## src/rtl/cpu_do_demux.sv

```systemverilog
// cpu_do_demux: Z80 I/O write decoder. Latches OUT data into LED/IOBYTE
// registers, strobes streaming devices, and stretches /WAIT while SPI is busy.
// Ports:
//   pll0_250MHz, reset          clock, synchronous active-high reset
//   cpuAdr, cpuDataOut          Z80 address low byte and data-out (async)
//   z80_iorq_n/wr_n/m1_n        Z80 control strobes, active-low (async)
//   sdSpiBusy, rtcSpiBusy       SPI engine busy flags (sync)
//   ledOut, iobyteOut           on-chip output registers
//   wrData                      byte latched for strobed devices
//   usbTxStb, sdWrStb, rtcWrStb one-clock write strobes
//   z80Wait_n                   Z80 /WAIT, active-low
module cpu_do_demux #(
    parameter logic [7:0] LED_PORT     = 8'hFF,
    parameter logic [7:0] IOBYTE_PORT  = 8'hEF,
    parameter logic [7:0] USBTX_PORT   = 8'h01,
    parameter logic [7:0] SDDATA_PORT  = 8'h30,
    parameter logic [7:0] RTCDATA_PORT = 8'h68,
    parameter logic [7:0] IOBYTE_RST   = 8'h00
) (
    input  logic       pll0_250MHz,
    input  logic       reset,
    input  logic [7:0] cpuAdr,
    input  logic [7:0] cpuDataOut,
    input  logic       z80_iorq_n,
    input  logic       z80_wr_n,
    input  logic       z80_m1_n,
    input  logic       sdSpiBusy,
    input  logic       rtcSpiBusy,
    output logic [7:0] ledOut,
    output logic [7:0] iobyteOut,
    output logic [7:0] wrData,
    output logic       usbTxStb,
    output logic       sdWrStb,
    output logic       rtcWrStb,
    output logic       z80Wait_n
);

    typedef enum logic [2:0] {
        S_IDLE, S_DECODE, S_WAITSPI, S_STROBE, S_HOLD
    } state_e;

    state_e     state_q, state_d;
    logic [1:0] iorq_q, wr_q, m1_q;
    logic       ioWr, ioWr_q, ioWrPrev_q, evt;
    logic [7:0] adr_q, adr_d;
    logic [7:0] led_q, led_d;
    logic [7:0] iob_q, iob_d;
    logic [7:0] wrd_q, wrd_d;
    logic       usb_q, usb_d, sd_q, sd_d, rtc_q, rtc_d;
    logic       wait_q, wait_d;
    logic       isLed, isIob, isUsb, isSd, isRtc, selBusy;

    // Decode against the cycle's settled sync outputs; M1 high excludes INTA.
    assign ioWr = ~iorq_q[1] & ~wr_q[1] & m1_q[1];
    assign evt  = ioWr_q & ~ioWrPrev_q;

    // Priority chain keeps a single target even if two port params collide.
    assign isLed = (adr_q == LED_PORT);
    assign isIob = ~isLed & (adr_q == IOBYTE_PORT);
    assign isUsb = ~isLed & ~isIob & (adr_q == USBTX_PORT);
    assign isSd  = ~isLed & ~isIob & ~isUsb & (adr_q == SDDATA_PORT);
    assign isRtc = ~isLed & ~isIob & ~isUsb & ~isSd
                 & (adr_q == RTCDATA_PORT);
    assign selBusy = (isSd & sdSpiBusy) | (isRtc & rtcSpiBusy);

    always_ff @(posedge pll0_250MHz) begin
        if (reset) begin
            iorq_q     <= 2'b11;
            wr_q       <= 2'b11;
            m1_q       <= 2'b11;
            ioWr_q     <= 1'b0;
            ioWrPrev_q <= 1'b0;
            state_q    <= S_IDLE;
            adr_q      <= 8'h00;
            led_q      <= 8'h00;
            iob_q      <= IOBYTE_RST;
            wrd_q      <= 8'h00;
            usb_q      <= 1'b0;
            sd_q       <= 1'b0;
            rtc_q      <= 1'b0;
            wait_q     <= 1'b1;
        end else begin
            iorq_q     <= {iorq_q[0], z80_iorq_n};
            wr_q       <= {wr_q[0], z80_wr_n};
            m1_q       <= {m1_q[0], z80_m1_n};
            ioWr_q     <= ioWr;
            ioWrPrev_q <= ioWr_q;
            state_q    <= state_d;
            adr_q      <= adr_d;
            led_q      <= led_d;
            iob_q      <= iob_d;
            wrd_q      <= wrd_d;
            usb_q      <= usb_d;
            sd_q       <= sd_d;
            rtc_q      <= rtc_d;
            wait_q     <= wait_d;
        end
    end

    always_comb begin
        state_d = state_q;
        adr_d   = adr_q;
        led_d   = led_q;
        iob_d   = iob_q;
        wrd_d   = wrd_q;
        usb_d   = 1'b0;
        sd_d    = 1'b0;
        rtc_d   = 1'b0;
        wait_d  = 1'b1;
        case (state_q)
            S_IDLE: begin
                if (evt) begin
                    adr_d   = cpuAdr;
                    wrd_d   = cpuDataOut;
                    state_d = S_DECODE;
                end
            end
            S_DECODE: begin
                unique case (1'b1)
                    isLed: begin
                        led_d   = wrd_q;
                        state_d = S_HOLD;
                    end
                    isIob: begin
                        iob_d   = wrd_q;
                        state_d = S_HOLD;
                    end
                    isUsb:         state_d = S_STROBE;
                    isSd || isRtc: state_d = selBusy ? S_WAITSPI : S_STROBE;
                    default:       state_d = S_HOLD;
                endcase
            end
            S_WAITSPI: if (!selBusy) state_d = S_STROBE;
            S_STROBE:  state_d = S_HOLD;
            S_HOLD:    if (!ioWr_q) state_d = S_IDLE;
            default:   state_d = S_IDLE;
        endcase
        // Outputs are registered from the next state so they change cleanly
        // on the transition edge.
        if (state_d == S_WAITSPI) wait_d = 1'b0;
        if (state_d == S_STROBE) begin
            usb_d = isUsb;
            sd_d  = isSd;
            rtc_d = isRtc;
        end
    end

    assign ledOut    = led_q;
    assign iobyteOut = iob_q;
    assign wrData    = wrd_q;
    assign usbTxStb  = usb_q;
    assign sdWrStb   = sd_q;
    assign rtcWrStb  = rtc_q;
    assign z80Wait_n = wait_q;

endmodule

```

## config.mk

```make
export PLATFORM = sky130hd
export DESIGN_NAME = cpu_do_demux
export DESIGN_NICKNAME = d
export VERILOG_FILES = /design/src/rtl/cpu_do_demux.sv
export SDC_FILE = /design/constraint.sdc
export NUM_CORES = 1
export LEC_CHECK = 0
export BUFFER_PORTS_ARGS = -buffer_cell sky130_fd_sc_hd__buf_4
export CORE_MARGIN = 2
export CORE_UTILIZATION = 50
export CTS_CLUSTER_SIZE = 30
export DETAILED_ROUTE_END_ITERATION = 12
export PLACE_DENSITY = 0.77
export REMOVE_ABC_BUFFERS = 1
export SYNTH_ARGS = -nofsm -noshare
export SYNTH_HDL_FRONTEND = slang
export SYNTH_SLANG_ARGS = --single-unit
export TNS_END_PERCENT = 30
```

## constraint.sdc

```tcl
create_clock -name pll0_250MHz -period 2.1 [get_ports pll0_250MHz]
set_input_delay 0.105 -clock pll0_250MHz [delete_from_list [all_inputs] [get_ports pll0_250MHz]]
set_output_delay 0.105 -clock pll0_250MHz [all_outputs]
set_load 0.1 [all_outputs]
```

Word level (Yosys, flattened, before mapping) --
Cells that the tools add are included.
Storage, ports and cells: register bits 47, input port bits 23
Cells by class: equality and inequality tests 11, multiplexer cells 7, bitwise operators 21, reduce and logical (&&, ||, !) cells 6
Operators with widths (count):
- == test 8 bit (second input constant) | 2
- case mux 3 bit (5 select lines) | 1
- bitwise AND 1 bit | 12
- == test 3 x 2 -> 1 bit (second input constant) | 4
- two-way mux 3 bit | 3
- == test 8 x 1 -> 1 bit (second input constant) | 1
- == test 8 x 6 -> 1 bit (second input constant) | 1
- == test 8 x 7 -> 1 bit (second input constant) | 1
- NOT 1 bit | 8
- case mux 3 bit (2 select lines) | 1
- AND reduction 2 bit | 3
- == test 3 x 1 -> 1 bit (second input constant) | 1
- == test 3 bit (second input constant) | 1
- logical NOT 3 bit | 1
- two-way mux 1 bit | 2
- OR reduction 2 bit | 1
- logical OR 1 bit | 1
- OR 1 bit | 1

Depth between registers and ports, before layout --
word-level depth 20, depth in mapped cells 6, mapped depth without buffers 4

Worst setup path before layout --
OpenSTA, ideal clock, no wires.
path kind register to register, from reg state_q[1], to reg wrd_q[0], in the netlist wrData[0], arrival time 1.382 ns, required time 1.968 ns, slack 0.586 ns, cell stages (with the launch flop) 7, buffers on the path 3, clock period less this slack 1.514 ns, cells stage by stage dfxtp_1 -> buf_2 -> or4_1 -> clkbuf_1 -> buf_2 -> nand2_1 -> a21oi_1
On the way: longest elaborated chain between the ends 2
Ends and longest elaborated chain:
- start, declared | line 42 | state_e state_q, state_d;
- start signal, assigned | line 88 | state_q <= state_d;
- logical NOT 3 bit | line 110 | case (state_q)
- AND reduction 2 bit (no source line)
- end signal, assigned | line 92 | wrd_q <= wrd_d;
- end, declared | line 48 | logic [7:0] wrd_q, wrd_d;
Every way passes these cells. A chain may end at the register's enable or synchronous reset.

Final worst setup path --
from reg state_q[0], to reg wait_q, in the netlist z80Wait_n
On the way: longest elaborated chain between the ends 4, elaborated cells between the ends (all ways) 11, those cells by class eq/ne (5); mux (5); reduce/logical (1)
Ends and longest elaborated chain:
- == test 3 bit (tied with other cells) | line 110
- case mux 3 bit (5 select lines) (*) | line 110
- == test 3 x 2 -> 1 bit (*) | line 140 | if (state_d == S_WAITSPI) wait_d = 1'b0;
- two-way mux 1 bit (*) | line 140
- end signal, assigned | line 96 | wait_q <= wait_d;
- end, declared | line 50 | logic wait_q, wait_d;
Every way passes the cells marked *; elsewhere a longest branch is shown, timed or not.

==> results.sh <==
export IMPL_status="complete, no violations"
export IMPL_ys_top_cells_by_count="47 x dfxtp_1, 37 x nand2_1, 21 x nor2_1"
export IMPL_worstPathMaxFanout=10
export IMPL_clkPwrFrac=0.318
export IMPL_syn2layout_area_growth_pct=36.9
export IMPL_synth_edf_count=0
export IMPL_synth_top_family_by_area="simple AND/OR/NAND/NOR gates"
export IMPL_cts_sinks=47
export IMPL_grt_start_max_net_pins=43
export IMPL_cts_buffers=5
export IMPL_p_sw_frac=0.227
export IMPL_track_usage=0.218
export IMPL_cts_buffer_depth=2
export IMPL_wl_mm=4.04
export IMPL_synthCells=191
export IMPL_clock_fmax_ghz=0.591
export IMPL_grt_pass1_vias=1477
export IMPL_slew_violations=0
export IMPL_num_nets_final=281
export IMPL_synth_area_leaders="dfxtp_1 53%, mux2i_1 9.1%, nand2_1 7.9%"
export IMPL_synth_area_per_cell_sq_um=9.24
export IMPL_p_seq_frac=0.622
export IMPL_finalCritPeriodShare=0.806
export IMPL_async_flop_share=0
export IMPL_worstPathRequired_ps=2360
export IMPL_vdd_ir_drop_max_uv=428
export IMPL_synth_most_common_cell="dfxtp_1"
export IMPL_worstHoldPathCells=2
export IMPL_cp_arrival_ps=1950
export IMPL_fin_skew_ps=8.01
export IMPL_rows=21
export IMPL_synth_compound_area_frac=0.0829
export IMPL_total_power_uw=1450
export IMPL_slew_headroom=0.622
export IMPL_final_hold_viol_count=0
export IMPL_cts_tree="built"
export IMPL_via_per_inst=5.05
export IMPL_ys_flop_type="dfxtp_1"
export IMPL_ant_nets=0
export IMPL_yosys_area_share_simple=0.269
export IMPL_clk_pin_slew_ps=140
export IMPL_wl_per_cell_um=13.2
export IMPL_fin_setup_tns_ps=0
export IMPL_die_x_um=63.4
export IMPL_grt_first_pass_wirelength_mm=6.78
export IMPL_initial_utilization=0.525
export IMPL_p_comb_frac=0.060
export IMPL_clk_latency_ps=370
export IMPL_synth_xor_area_frac=0
export IMPL_p_leak_uw=0.00110
export IMPL_rsz0062_at_grt="no"
export IMPL_synthMuxAreaShare=0.0907
export IMPL_setup_viol=0
export IMPL_yosysSeqAreaShare=0.533
export IMPL_hold_class="input port to flop"
export IMPL_netlist_top_cell_by_area="dfxtp_1"
export IMPL_p_per_area_nw_per_um2=600
export IMPL_htreeDepth=2
export IMPL_globalRoute_totalOverflow=0
export IMPL_core_sq_um=3360
export IMPL_numPortBuffers=50
export IMPL_synthesis_area_sq_um=1770
export IMPL_critPathCaptureType="flop"
export IMPL_drc=0
export IMPL_vias=1539
export IMPL_hpwl_mm=2.53
export IMPL_synth_fa_ha_area_frac=0
export IMPL_post_cts_setup_buffers=0
export IMPL_ys_seq_elements=47
export IMPL_die_y_um=63.4
export IMPL_crit_type="flop to flop"
export IMPL_synth_top_area_share=0.533
export IMPL_io_pins=51
export IMPL_reg2reg_depth=4
export IMPL_max_cap_violations=0
export IMPL_ys_warn_count=0
export IMPL_tightest_slew_ps=568
export IMPL_drt_initial_drc_count=103
export IMPL_synth_distinct_cells=30
export IMPL_switchingPower_uw=330
export IMPL_antenna_found_initial=0
export IMPL_crit_path_start_kind="flop"
export IMPL_antenna_cells=0
export IMPL_post_route_min_period_ps=1690
export IMPL_root_buffer="clkbuf_4"
export IMPL_dr_pass1_iters=4
export IMPL_place_gp_congestion=0.838
export IMPL_drive_gt1_frac=0.274
export IMPL_p_int_uw=1120
export IMPL_dieArea_sq_um=4020
## layout by cell type (no fill, tap or decap)
cell	n
a32oi_1	1
o211ai_1	1
or2_2	6
nor2_1	21
and3b_1	1
nand2_1	37
nor4_1	3
clkbuf_4	5
buf_4	51
nand2b_1	2
and4b_1	1
clkinv_4	1
nor4b_1	1
a211oi_1	1
mux2i_1	16
o21ai_0	1
clkbuf_1	1
clkbuf_8	1
or4_1	2
o21a_1	2
nand3b_1	1
nor2b_1	5
nor3_1	2
dlygate4sd3_1	19
nand4_2	2
nand3_1	3
dfxtp_1	47
nor2_2	1
nor4_4	1
and3_2	1
nor3b_2	1
a21oi_1	19
a22oi_1	1
and3b_2	1
## power by group through the flow
stage / sequential, uW / clock (uW) / combinational (uW)
3_3_place_gp: 921 / 0 / 58.4
3_5_place_dp: 921 / 0 / 58.1
4_1_cts: 902 / 463 / 86.2
2_1_floorplan: 924 / 0 / 9.64
5_1_grt: 903 / 493 / 94.3
6_report: 901 / 462 / 87.0
## through the flow
step / cells / setup WS (ps) / hold slack (ps) / area (sq um) / util
floorplan: 181 / 589 / 174 / 1720 / -
global route: 305 / 296 / 152 / 2420 / 0.719
global placement: 278 / 452 / 290 / 2160 / 0.643
CTS: 305 / 419 / 127 / 2420 / 0.719
detailed placement: 278 / 430 / 293 / 2160 / 0.643
finish: 305 / 408 / 127 / 2420 / 0.719
## sequential cells by signal (all words and copies together), names as in the netlist, 2 cells and up
name	count
adr_q	8
iobyteOut	8
ledOut	8
wrData	8
state_q	3
iorq_q	2
m1_q	2
wr_q	2
## layout make-up
cell class / instances / area (sq um)
Multi-Input combinational cell: 134 / 782
Clock inverter: 1 / 8.76
Tap cell: 46 / 57.6
Sequential cell: 47 / 941
Clock buffer: 7 / 55.1
Timing Repair Buffer: 70 / 573
Fill cell: 261 / 946
## worst max-delay path, stage by stage, from the launching register on
cell	delay, ps
dfxtp_1	540
and3b_1	290
a21oi_1	100
o21a_1	150
or4_1	510
## routing by layer
layer | part of all wire | up-vias | global-route usage
met5 | 0 | - | 0
met3 | 0.059 | 7 | 0.0554
li1 | - | 778 | -
met2 | 0.49 | 38 | 0.358
met4 | 0.017 | 0 | 0.0815
met1 | 0.44 | 716 | 0.275
## cell families (layout without fill, tap and decap cells)
kind of cell    Yosys count  after routing
compound gates           26             26
buf+inv                  10             78
simple gates             92             92
mux                      16             16
flops                    47             47
## path summary, 6_finish.rpt
check	startpoint	endpoint	slack, ps
hold / removal	reset	ledOut[4]	130
hold reg to reg	wr_q[1]	ioWr_q	400
setup / recovery	state_q[0]	z80Wait_n	410
setup reg to reg	state_q[0]	z80Wait_n	410
## repair_timing
item / 4_1_cts / 5_1_grt
endpoints found under the setup margin: 0 / 0
hold endpoints to repair: 19 / 0
resized for setup: 0 / 0
hold buffers: 19 / 0
No activity file was read; power rests on OpenSTA's default activity.
